File: src/rtl/mem_arbiter_pkg.sv
// mem_arbiter_pkg: core constants shared by the memory arbiter and its users.
//   mst_id_e      - master ID encoding (M0 = CPU memory stage, M1 = loader/debug)
//   BURST_MAX_DEF - default number of consecutive m0 grants allowed while m1 waits
//   STARVE_W      - width of the starvation counter
package mem_arbiter_pkg;

    typedef enum logic {
        MST_M0 = 1'b0,
        MST_M1 = 1'b1
    } mst_id_e;

    localparam int BURST_MAX_DEF = 4;
    localparam int STARVE_W      = 4;

endpackage

File: src/rtl/mem_arbiter.sv
// mem_arbiter: two-master arbiter in front of one single-port synchronous RAM.
// m0 has fixed priority, bounded by a starvation counter so that m1 wins after
// BURST_MAX consecutive contended m0 grants. Grants are combinational, giving
// one access per cycle; read data returns one cycle after the grant.
//
// Ports
//   clk, RESET                   clock, asynchronous active-high reset
//   mX_req/we/addr/wdata/wmask   request from master X (held until mX_gnt)
//   mX_gnt                       request accepted this cycle
//   mX_rvalid, mX_rdata          read response, one cycle after a read grant
//   ram_en/we/addr/wdata         RAM command (driven during the grant cycle)
//   ram_rdata                    RAM read data, valid one cycle after a read
module mem_arbiter
    import mem_arbiter_pkg::*;
#(
    parameter int ADDR_W    = 14,
    parameter int BURST_MAX = BURST_MAX_DEF
) (
    input  logic              clk,
    input  logic              RESET,

    input  logic              m0_req,
    input  logic              m0_we,
    input  logic [ADDR_W-1:0] m0_addr,
    input  logic [31:0]       m0_wdata,
    input  logic [3:0]        m0_wmask,
    output logic              m0_gnt,
    output logic              m0_rvalid,
    output logic [31:0]       m0_rdata,

    input  logic              m1_req,
    input  logic              m1_we,
    input  logic [ADDR_W-1:0] m1_addr,
    input  logic [31:0]       m1_wdata,
    input  logic [3:0]        m1_wmask,
    output logic              m1_gnt,
    output logic              m1_rvalid,
    output logic [31:0]       m1_rdata,

    output logic              ram_en,
    output logic [3:0]        ram_we,
    output logic [ADDR_W-1:0] ram_addr,
    output logic [31:0]       ram_wdata,
    input  logic [31:0]       ram_rdata
);

    localparam logic [STARVE_W-1:0] BURST_LIM = STARVE_W'(BURST_MAX);

    logic [STARVE_W-1:0] starve_cnt;
    logic                starve_hit;
    mst_id_e             winner;
    logic                win_we;
    logic [3:0]          win_mask;
    logic                rd_vld;
    mst_id_e             rd_owner;

    assign starve_hit = (starve_cnt == BURST_LIM);

    // Grant: m0 by default, m1 once m0 has used up its burst allowance.
    // Reset masks both so nothing reaches the RAM while RESET is high.
    always_comb begin
        m0_gnt = 1'b0;
        m1_gnt = 1'b0;
        if (!RESET) begin
            if (m0_req && !(m1_req && starve_hit))
                m0_gnt = 1'b1;
            else if (m1_req)
                m1_gnt = 1'b1;
        end
    end

    assign winner    = m1_gnt ? MST_M1 : MST_M0;
    assign win_we    = (winner == MST_M1) ? m1_we    : m0_we;
    assign win_mask  = (winner == MST_M1) ? m1_wmask : m0_wmask;
    assign ram_en    = m0_gnt | m1_gnt;
    assign ram_addr  = (winner == MST_M1) ? m1_addr  : m0_addr;
    assign ram_wdata = (winner == MST_M1) ? m1_wdata : m0_wdata;
    assign ram_we    = (ram_en && win_we) ? win_mask : 4'b0000;

    // Counter advances only on contended m0 grants; any cycle where m1 is
    // served or stops asking resets the allowance.
    always_ff @(posedge clk or posedge RESET) begin
        if (RESET) begin
            starve_cnt <= '0;
            rd_vld     <= 1'b0;
            rd_owner   <= MST_M0;
        end else begin
            if (m0_gnt && m1_req)
                starve_cnt <= starve_hit ? starve_cnt : starve_cnt + 1'b1;
            else
                starve_cnt <= '0;

            rd_vld <= ram_en && !win_we;
            if (ram_en)
                rd_owner <= winner;
        end
    end

    assign m0_rvalid = rd_vld && (rd_owner == MST_M0);
    assign m1_rvalid = rd_vld && (rd_owner == MST_M1);
    assign m0_rdata  = ram_rdata;
    assign m1_rdata  = ram_rdata;

endmodule

File: config.mk
export PLATFORM = sky130hd
export DESIGN_NAME = mem_arbiter
export DESIGN_NICKNAME = d
export VERILOG_FILES = /design/src/rtl/mem_arbiter_pkg.sv /design/src/rtl/mem_arbiter.sv
export SDC_FILE = /design/constraint.sdc
export NUM_CORES = 1
export LEC_CHECK = 0
export CAP_MARGIN = 25
export CORE_AREA = 2 2 100 102
export DETAILED_ROUTE_END_ITERATION = 10
export DIE_AREA = 0 0 102 104
export PLACE_DENSITY = 0.66
export SLEW_MARGIN = 40
export SYNTH_ARGS = -nofsm -noshare
export SYNTH_HDL_FRONTEND = slang
export SYNTH_SLANG_ARGS = --single-unit
export TNS_END_PERCENT = 1
File: constraint.sdc
create_clock -name clk -period 1.8 [get_ports clk]
set_input_delay 0.27 -clock clk [delete_from_list [all_inputs] [get_ports clk]]
set_output_delay 0.27 -clock clk [all_outputs]
set_load 0.01 [all_outputs]
## After elaboration in Yosys (flattened, before gate mapping)

Index checks and enable logic that the tools add are counted.

| operators by class | value |
|---|---|
| bitwise logic cells | 2 |
| add/sub/neg operators | 1 |
| equal/unequal tests | 2 |
| muxes and demuxes | 13 |
| reductions and logical operators | 9 |

Operators by type and width:

| cell | number |
|---|---|
| 2-to-1 mux 32 bit | 1 |
| 2-to-1 mux 4 bit | 4 |
| 2-to-1 mux 14 bit | 1 |
| logical AND 1 bit | 7 |
| 2-to-1 mux 1 bit | 7 |
| adder 4 x 1 -> 4 bit, second input constant | 1 |
| == test 4 x 3 -> 1 bit, second input constant | 1 |
| logical NOT 1 bit | 2 |
| inequality test 2 bit, second input constant | 1 |
| NOT 1 bit | 1 |
| bitwise OR 1 bit | 1 |

| storage, ports and cells | value |
|---|---|
| output and inout port bits | 119 |
| flip-flop bits (word level) | 6 |
| bits of input ports | 138 |
| logic and storage cells | 30 |

## Logic depth before layout (Yosys ltp)

Gate-level depths: netlist of run 1.

| logic depth | value |
|---|---|
| depth in word-level cells | 10 |
| mapped depth | 7 |
| depth with buffers taken out | 5 |

## Worst setup path before layout of run 1

No wires, ideal clock.

| timing path | value |
|---|---|
| path kind | register to output |
| from | register starve_cnt[0] |
| to | output ram_wdata[10] |
| cell stages (with the launch flop) | 8 |
| data arrival time | 1.527 ns |
| path buffers | 2 |
| path slack | 0.003 ns |
| data required time | 1.530 ns |
| cells stage by stage | dfrtp_1 -> inv_1 -> ha_1 -> nand3b_4 -> a21oi_4 -> buf_6 -> buf_12 -> mux2_4 |

| between the ends | value |
|---|---|
| cells in the longest elaborated chain, start to end | 8 |

RTL lines:

| element | line | text |
|---|---|---|
| from (decl) | mem_arbiter.sv:49 | `logic [STARVE_W-1:0] starve_cnt;` |
| from (signal assigned) | mem_arbiter.sv:89 | `starve_cnt <= starve_hit ? starve_cnt : starve_cnt + 1'b1;` |
| == test 4 x 3 -> 1 bit | mem_arbiter.sv:57 | `assign starve_hit = (starve_cnt == BURST_LIM);` |
| logical AND 1 bit | mem_arbiter.sv:65 | `if (m0_req && !(m1_req && starve_hit))` |
| logical NOT 1 bit | mem_arbiter.sv:65 |  |
| logical AND 1 bit | mem_arbiter.sv:65 |  |
| 2-to-1 mux 1 bit | mem_arbiter.sv:65 |  |
| 2-to-1 mux 1 bit | mem_arbiter.sv:64 | `if (!RESET) begin` |
| 2-to-1 mux 1 bit | mem_arbiter.sv:72 | `assign winner = m1_gnt ? MST_M1 : MST_M0;` |
| 2-to-1 mux 32 bit | mem_arbiter.sv:77 | `assign ram_wdata = (winner == MST_M1) ? m1_wdata : m0_wdata;` |
| to (decl) | mem_arbiter.sv:43 | `output logic [31:0] ram_wdata,` |

Every way passes these cells.

## Worst setup path in the final report of run 1

| timing path | value |
|---|---|
| from | register starve_cnt[0] |
| to | output ram_wdata[20] |

The elaborated chain is that of the path after synthesis.

==> flow_results.xml, run 1 <==
<?xml version="1.0" encoding="UTF-8"?>
<metrics>
  <group name="status">
    <metric name="outcome" unit="">complete, but fails checks</metric>
    <metric name="violations" unit="">negative setup slack</metric>
  </group>
  <group name="die">
    <metric name="floorplan.core_area" unit="um2">9550</metric>
    <metric name="floorplan.initialDensity" unit="%">16.4</metric>
    <metric name="io-pin-count" unit="">257</metric>
    <metric name="chipWidth" unit="um">102</metric>
    <metric name="die-area" unit="um2">10600</metric>
    <metric name="placement_rows" unit="">36</metric>
    <metric name="die_h" unit="um">104</metric>
  </group>
  <group name="cells_and_area">
    <metric name="nNetsFinal" unit="">422</metric>
    <metric name="post_route_non_filler_standard_cell_count" unit="">413</metric>
    <metric name="antenna_cells" unit="">0</metric>
    <metric name="layout.core_utilization" unit="%">34.5</metric>
    <metric name="flow.area_growth_from_synthesis" unit="%">110</metric>
    <metric name="post_route_cells_drive_above_1_share" unit="%">47.5</metric>
    <metric name="fill_cells" unit="">993</metric>
  </group>
  <group name="logic_synthesis">
    <metric name="asyncSetResetFlopFracSynth" unit="%">100</metric>
    <metric name="yosys_register_bits" unit="">6</metric>
    <metric name="yosys.area.top_type_share" unit="%">31.6</metric>
    <metric name="seq_area_frac_synth" unit="%">9.58</metric>
    <metric name="synth_cell_types" unit="">24</metric>
    <metric name="leading_area_contributor_after_synthesis" unit="">sky130_fd_sc_hd__buf_4</metric>
    <metric name="synth.yosys.warnings" unit="">0</metric>
    <metric name="syn-cell-area" unit="um2">1570</metric>
    <metric name="synth_edf_count" unit="">0</metric>
    <metric name="commonest_register_cell_after_synthesis" unit="">sky130_fd_sc_hd__dfrtp_1</metric>
    <metric name="cells_after_synthesis" unit="">160</metric>
    <metric name="post_synth_main_area_contributors" unit="">sky130_fd_sc_hd__buf_4 32%, sky130_fd_sc_hd__mux2_4 19%, sky130_fd_sc_hd__mux2_2 19%</metric>
    <metric name="mappedNetlistNets" unit="">300</metric>
    <metric name="postSynthAreaPerCell" unit="um2">9.79</metric>
  </group>
  <group name="timing">
    <metric name="setup_violations" unit="">51</metric>
    <metric name="worst_pin_slew" unit="ns">0.177</metric>
    <metric name="finalWorstPathRequiredPeriod" unit="ns">2.20</metric>
    <metric name="report.final.slew_viol_count" unit="">0</metric>
    <metric name="whs" unit="ns">0.510</metric>
    <metric name="layout_setup_ws" unit="ns">-0.402</metric>
    <metric name="grt_setup_unrepaired" unit="">true</metric>
    <metric name="period_share" unit="%">122</metric>
    <metric name="achievable-frequency" unit="GHz">0.454</metric>
    <metric name="finalHoldViolCount" unit="">0</metric>
    <metric name="fin_worst_skew" unit="ns">0.00364</metric>
    <metric name="timing.slew.headroom" unit="%">88.1</metric>
  </group>
  <group name="global_route">
    <metric name="via_count_of_the_first_global_routing_pass" unit="">1679</metric>
    <metric name="overflow" unit="">0</metric>
    <metric name="global_route.usage.total" unit="%">10.1</metric>
    <metric name="grt_pass1_wl" unit="um">8530</metric>
    <metric name="antenna_found_initial" unit="">0</metric>
    <metric name="grt_max_degree" unit="">11</metric>
  </group>
  <group name="place">
    <metric name="place.gp.congestion" unit="">0.738</metric>
    <metric name="buffer_ports.inserted" unit="">160</metric>
    <metric name="hpwlAfterDp" unit="um">4700</metric>
    <metric name="dp_cells" unit="">400</metric>
  </group>
  <group name="setup_path">
    <metric name="critical_path_required" unit="ns">1.53</metric>
    <metric name="launching_element_type_of_the_critical_path" unit="">flop</metric>
    <metric name="worst_path_largest_cell_delay" unit="ns">0.38</metric>
    <metric name="timing.critical_path.slowest_stage_cell" unit="">sky130_fd_sc_hd__dfrtp_1</metric>
    <metric name="sequence_of_cells_on_the_critical_path" unit="">inv_2 -&gt; ha_4 -&gt; nand3b_4 -&gt; a21oi_4 -&gt; buf_12 -&gt; buf_8 -&gt; buf_16 -&gt; mux2_4 -&gt; buf_6</metric>
    <metric name="rr_worst_depth" unit="">8</metric>
    <metric name="kind_of_critical_path" unit="">reg -&gt; out</metric>
    <metric name="r2r-end" unit="">rd_owner$_DFFE_PP0P_</metric>
    <metric name="timing.reg2reg.setup_slack" unit="ns">0.39</metric>
    <metric name="cp.arrival" unit="ns">1.93</metric>
    <metric name="timing.critical_path.fanout_max" unit="">7</metric>
    <metric name="end_kind" unit="">output pin</metric>
    <metric name="r2r_startpoint" unit="">starve_cnt[0]$_DFFE_PP0P_</metric>
  </group>
  <group name="detailed_routing">
    <metric name="antenna_violating_nets_post_route" unit="">0</metric>
    <metric name="wire_per_inst" unit="um">14.6</metric>
    <metric name="drt_first_iter_violations" unit="">22</metric>
    <metric name="post_drt_via_cell_ratio" unit="">3.81</metric>
    <metric name="detailroute.via_count" unit="">1573</metric>
    <metric name="drc" unit="">0</metric>
    <metric name="routed_wirelength" unit="um">6020</metric>
    <metric name="drt_pass1_iterations" unit="">4</metric>
  </group>
  <group name="hold_path">
    <metric name="whs_path_depth" unit="">1</metric>
    <metric name="hold_end" unit="">rd_owner$_DFFE_PP0P_</metric>
    <metric name="hp-class" unit="">reg -&gt; reg</metric>
    <metric name="min-delay-start" unit="">rd_owner$_DFFE_PP0P_</metric>
  </group>
  <group name="clocking">
    <metric name="clock_tree_from_tritoncts" unit="">yes</metric>
    <metric name="cts.reportedPaths.clkPinSlew" unit="ns">0.03</metric>
    <metric name="h-tree-depth" unit="">1</metric>
    <metric name="max-clock-path-buffers" unit="">2</metric>
    <metric name="cts_sinks" unit="">6</metric>
    <metric name="ctsRootBufferMaster" unit="">sky130_fd_sc_hd__clkbuf_8</metric>
    <metric name="tritoncts.num_buffers" unit="">3</metric>
    <metric name="postCtsHoldBufs" unit="">0</metric>
    <metric name="insertion_delay" unit="ns">0.22</metric>
  </group>
  <group name="pwr">
    <metric name="powerDensity" unit="nW/um2">323</metric>
    <metric name="power" unit="mW">1.06</metric>
    <metric name="power.ir.vdd_worst" unit="uV">305</metric>
    <metric name="static-leakage-power" unit="nW">1.44</metric>
  </group>
  <group name="job">
    <metric name="maxCapViolations" unit="">0</metric>
  </group>
</metrics>
-- state kept, by name (all words and copies together) (netlist names) --
name,count
starve_cnt,4
rd_owner,1
rd_vld,1
-- cell usage after synthesis (all sizes together), types with 2 or more instances --
cell    count
inv         4
nor2        8
a32o        4
ha          2
buf        69
dfrtp       6
and3        2
nor2b       3
and2        4
mux2       46
nand2b      2
-- through the flow --
stage / instance area, um2 / worst slack, ns / TNS (ns)
floorplan: 1570 / 0.00301 / 0
global placement: 2930 / -0.629 / -29.84
detailed placement: 2930 / -0.645 / -29.90
CTS: 3260 / -0.438 / -18.11
global route: 3290 / -0.479 / -21.11
finish: 3290 / -0.402 / -17.26
-- power breakdown --
part / total [mW] / internal (mW) / leakage [nW] / switching, mW
clock: 0.201 / 0.144 / 0.0216 / 0.0577
sequential: 0.145 / 0.141 / 0.0810 / 0.00359
combinational: 0.718 / 0.509 / 1.34 / 0.209
total: 1.06 / 0.794 / 1.44 / 0.270
-- layer usage --
layer	up-vias	track usage (%)	routed length, um
met5	-	0	0
met4	0	2.86	89
met3	20	4.23	800
met2	110	19.0	3170
met1	718	9.95	1960
li1	725	-	-
-- worst max-delay path by stage --
stage | start | to | slack (ns) | cells past startpoint
2_1_floorplan | starve_cnt[0]$_DFFE_PP0P_ | ram_wdata[10] | 0.003 | 7
3_5_place_dp | RESET | ram_addr[0] | -0.64 | 6
4_1_cts | starve_cnt[1]$_DFFE_PP0P_ | ram_wdata[20] | -0.44 | 9
3_3_place_gp | RESET | ram_addr[13] | -0.63 | 6
5_1_grt | starve_cnt[0]$_DFFE_PP0P_ | ram_wdata[19] | -0.48 | 9
6_report | starve_cnt[0]$_DFFE_PP0P_ | ram_wdata[20] | -0.40 | 9
-- area by class of cell --
| class | instances | area (um2) | area share (%) |
|---|---|---|---|
| sequential | 6 | 150 | 4.56 |
| inverter | 4 | 15.0 | 0.456 |
| multi-input combinational | 81 | 966 | 29.3 |
| timing repair buffer | 186 | 1960 | 59.4 |
| clock buffer | 3 | 41.3 | 1.25 |
| tap | 133 | 166 | 5.05 |
-- cell families (layout without fill, tap and decap cells) --
kind of cell	after synthesis	after routing	share of synthesized area [%]
AO/OA/AOI/OAI	8	8	5.11
multiplexers	46	46	37.9
buffers and inverters	73	193	35.9
AND/OR/NAND/NOR	23	23	8.87
XOR/XNOR	2	2	1.12
adder cells (fa/ha/maj)	2	2	1.60
flip-flops	6	6	9.58
-- cells in the final DEF (no fill, tap or decap), drive strengths merged, types with 2 or more instances in the layout --
cell type / n
clkbuf: 3
nor2b: 3
buf: 78
a32o: 4
nand2b: 2
nor2: 8
and3: 2
clkdlybuf4s50: 107
ha: 2
and2: 4
mux2: 46
inv: 4
dfrtp: 6
-- worst max-delay path: cells and delay by family (launching register included) --
kind	cells	cell delay (ns)
buf+inv	5	0.57
flops	1	0.38
mux	1	0.31
compound gates	1	0.20
fa+ha+maj	1	0.14
simple gates	1	0.09
-- timing repair --
action                                  in CTS  in global routing
endpoints found under the setup margin      53                 52
cloned                                       4                  0
setup buffers                                5                  1
endpoints found under the hold margin        0                  0
resized for setup                          288                  7
pin swaps                                    3                  5
(Power assumes the default switching activity.)
==> run 2, diff against run 1 <==
--- a/config.mk
+++ b/config.mk
@@ -10,6 +10,7 @@
 export DETAILED_ROUTE_END_ITERATION = 10
 export DIE_AREA = 0 0 102 104
 export PLACE_DENSITY = 0.66
+export RECOVER_POWER = 100
 export SLEW_MARGIN = 40
 export SYNTH_ARGS = -nofsm -noshare
 export SYNTH_HDL_FRONTEND = slang
==> run 2 against run 1 <==
Net effect: the flow still finishes with violations (negative setup slack); maximum frequency hardly changed; clock-buffer cell count did not move; core utilization fell by 0.12 points; total power down 0.11%; routed wire length barely moved; critical path depth unchanged; sequential power barely moved; critical endpoint unchanged.
==> flow_results.xml, run 2 (same netlist as run 1, synthesis figures left out) <==
<?xml version="1.0" encoding="UTF-8"?>
<metrics>
  <group name="setup_path">
    <metric name="sequence_of_cells_on_the_critical_path" unit="">inv_2 -&gt; ha_4 -&gt; nand3b_4 -&gt; a21oi_4 -&gt; buf_12 -&gt; buf_8 -&gt; buf_16 -&gt; mux2_4 -&gt; buf_6</metric>
    <metric name="timing.reg2reg.setup_slack" unit="ns">0.39</metric>
    <metric name="worstSetupPathDepth" unit="">9</metric>
    <metric name="timing.critical_path.slowest_stage_cell" unit="">sky130_fd_sc_hd__dfrtp_1</metric>
    <metric name="timing.critical_path.buf_inv" unit="">5</metric>
    <metric name="timing.critical_path.fanout_max" unit="">7</metric>
    <metric name="rr_worst_depth" unit="">8</metric>
    <metric name="largest_delay_contributor_family_on_the_critical_path" unit="">buffers and inverters</metric>
    <metric name="critical_path_required" unit="ns">1.53</metric>
    <metric name="end_kind" unit="">output pin</metric>
    <metric name="cp.arrival" unit="ns">1.93</metric>
    <metric name="kind_of_critical_path" unit="">reg -&gt; out</metric>
    <metric name="r2r_startpoint" unit="">starve_cnt[0]$_DFFE_PP0P_</metric>
    <metric name="worst_path_largest_cell_delay" unit="ns">0.38</metric>
    <metric name="r2r-end" unit="">rd_owner$_DFFE_PP0P_</metric>
    <metric name="launching_element_type_of_the_critical_path" unit="">flop</metric>
  </group>
  <group name="clocking">
    <metric name="cts_sinks" unit="">6</metric>
    <metric name="h-tree-depth" unit="">1</metric>
    <metric name="cts.reportedPaths.clkPinSlew" unit="ns">0.03</metric>
    <metric name="insertion_delay" unit="ns">0.22</metric>
    <metric name="ctsRootBufferMaster" unit="">sky130_fd_sc_hd__clkbuf_8</metric>
    <metric name="max-clock-path-buffers" unit="">2</metric>
    <metric name="tritoncts.num_buffers" unit="">3</metric>
    <metric name="postCtsHoldBufs" unit="">0</metric>
    <metric name="clock_tree_from_tritoncts" unit="">yes</metric>
  </group>
  <group name="timing">
    <metric name="period_share" unit="%">122</metric>
    <metric name="finalHoldViolCount" unit="">0</metric>
    <metric name="timing.slew.headroom" unit="%">75.3</metric>
    <metric name="fin_worst_skew" unit="ns">0.00387</metric>
    <metric name="setup_tns" unit="ns">-17.28</metric>
    <metric name="whs" unit="ns">0.513</metric>
    <metric name="grt_setup_unrepaired" unit="">true</metric>
    <metric name="report.final.slew_viol_count" unit="">0</metric>
    <metric name="layout_setup_ws" unit="ns">-0.404</metric>
    <metric name="worst_pin_slew" unit="ns">0.370</metric>
    <metric name="achievable-frequency" unit="GHz">0.454</metric>
    <metric name="finalWorstPathRequiredPeriod" unit="ns">2.20</metric>
    <metric name="setup_violations" unit="">51</metric>
  </group>
  <group name="cells_and_area">
    <metric name="post_route_non_filler_standard_cell_count" unit="">413</metric>
    <metric name="fill_cells" unit="">999</metric>
    <metric name="register_containing_the_most_flip_flops_in_the_final_layout" unit="">starve_cnt</metric>
    <metric name="biggest_regs" unit="">starve_cnt x4, rd_owner x1, rd_vld x1</metric>
    <metric name="sequential_cell_area_in_the_final_layout" unit="um2">150</metric>
    <metric name="antenna_cells" unit="">0</metric>
    <metric name="layout.core_utilization" unit="%">34.4</metric>
    <metric name="final_common_cell" unit="">sky130_fd_sc_hd__clkdlybuf4s50_1</metric>
    <metric name="flow.area_growth_from_synthesis" unit="%">110</metric>
    <metric name="post_route_cells_drive_above_1_share" unit="%">46.4</metric>
    <metric name="nNetsFinal" unit="">422</metric>
    <metric name="multiInputGateArea" unit="um2">966</metric>
    <metric name="number_of_flip_flops_in_the_largest_register" unit="">4</metric>
    <metric name="layout.cells.most_common_list" unit="">107 x sky130_fd_sc_hd__clkdlybuf4s50_1, 46 x sky130_fd_sc_hd__buf_6, 45 x sky130_fd_sc_hd__mux2_4</metric>
  </group>
  <group name="detailed_routing">
    <metric name="antenna_violating_nets_post_route" unit="">0</metric>
    <metric name="detailroute.via_count" unit="">1584</metric>
    <metric name="drt_pass1_iterations" unit="">4</metric>
    <metric name="post_drt_via_cell_ratio" unit="">3.84</metric>
    <metric name="drc" unit="">0</metric>
    <metric name="routed_wirelength" unit="um">6020</metric>
    <metric name="wire_per_inst" unit="um">14.6</metric>
    <metric name="drt_first_iter_violations" unit="">27</metric>
  </group>
  <group name="global_route">
    <metric name="global_route.usage.total" unit="%">10.1</metric>
    <metric name="grt_max_degree" unit="">11</metric>
    <metric name="antenna_found_initial" unit="">0</metric>
    <metric name="overflow" unit="">0</metric>
    <metric name="via_count_of_the_first_global_routing_pass" unit="">1679</metric>
    <metric name="grt_pass1_wl" unit="um">8530</metric>
  </group>
  <group name="place">
    <metric name="place.gp.congestion" unit="">0.738</metric>
    <metric name="dp_cells" unit="">400</metric>
    <metric name="buffer_ports.inserted" unit="">160</metric>
    <metric name="pre_cts_slack" unit="ns">-0.645</metric>
    <metric name="hpwlAfterDp" unit="um">4700</metric>
  </group>
  <group name="die">
    <metric name="io-pin-count" unit="">257</metric>
    <metric name="die_h" unit="um">104</metric>
    <metric name="floorplan.initialDensity" unit="%">16.4</metric>
    <metric name="placement_rows" unit="">36</metric>
    <metric name="chipWidth" unit="um">102</metric>
    <metric name="die-area" unit="um2">10600</metric>
    <metric name="floorplan.core_area" unit="um2">9550</metric>
  </group>
  <group name="hold_path">
    <metric name="whs_path_depth" unit="">1</metric>
    <metric name="hold_end" unit="">rd_owner$_DFFE_PP0P_</metric>
    <metric name="hp-class" unit="">reg -&gt; reg</metric>
    <metric name="min-delay-start" unit="">rd_owner$_DFFE_PP0P_</metric>
  </group>
  <group name="status">
    <metric name="outcome" unit="">complete, but fails checks</metric>
    <metric name="violations" unit="">negative setup slack</metric>
  </group>
  <group name="pwr">
    <metric name="power.ir.vdd_worst" unit="uV">309</metric>
    <metric name="powerDensity" unit="nW/um2">324</metric>
    <metric name="static-leakage-power" unit="nW">1.43</metric>
  </group>
  <group name="job">
    <metric name="maxCapViolations" unit="">0</metric>
  </group>
</metrics>
[run 2: changes by cell type in the layout (fill, tap and decap cells not counted), sizes merged]
cell / delta
buf: -4
clkbuf: +4
[run 2: metrics by stage]
stage          total power [mW]  area [um2]
3_3_place_gp              0.773        2930
4_1_cts                    1.07        3260
3_5_place_dp              0.776        2930
2_1_floorplan             0.495        1570
5_1_grt                    1.12        3280
6_report                   1.06        3280
[run 2: timing repair]
| action | CTS | global route |
|---|---|---|
| gates cloned | 4 | 0 |
| gates resized for setup | 288 | 7 |
| setup endpoints to repair | 53 | 52 |
| setup buffers | 5 | 1 |
| pin swaps | 3 | 5 |
[run 2: how the worst max path moves through the flow]
stage                         startpoint            end  slack, ns
6_report       starve_cnt[0]$_DFFE_PP0P_  ram_wdata[20]      -0.40
5_1_grt        starve_cnt[0]$_DFFE_PP0P_  ram_wdata[19]      -0.48
4_1_cts        starve_cnt[1]$_DFFE_PP0P_  ram_wdata[20]      -0.44
3_5_place_dp                       RESET    ram_addr[0]      -0.64
3_3_place_gp                       RESET   ram_addr[13]      -0.63
2_1_floorplan  starve_cnt[0]$_DFFE_PP0P_  ram_wdata[10]      0.003
[run 2: routing by layer]
metal	global-route usage, %	routed length [um]	vias up
met2	19.0	3160	115
met4	2.86	97	0
met1	9.95	1940	721
met3	4.23	820	22
met5	0	0	-
li1	-	-	726
[run 2: power breakdown]
group | switching (mW) | internal (mW) | total, mW
clock | 0.0594 | 0.144 | 0.203
sequential | 0.00367 | 0.141 | 0.145
combinational | 0.209 | 0.506 | 0.715
[run 2: layout make-up]
type                       instances  area share [%]
timing repair buffer             186            59.2
multi-input combinational         81            29.4
tap                              133            5.07
sequential                         6            4.57
clock buffer                       3            1.26
inverter                           4           0.457
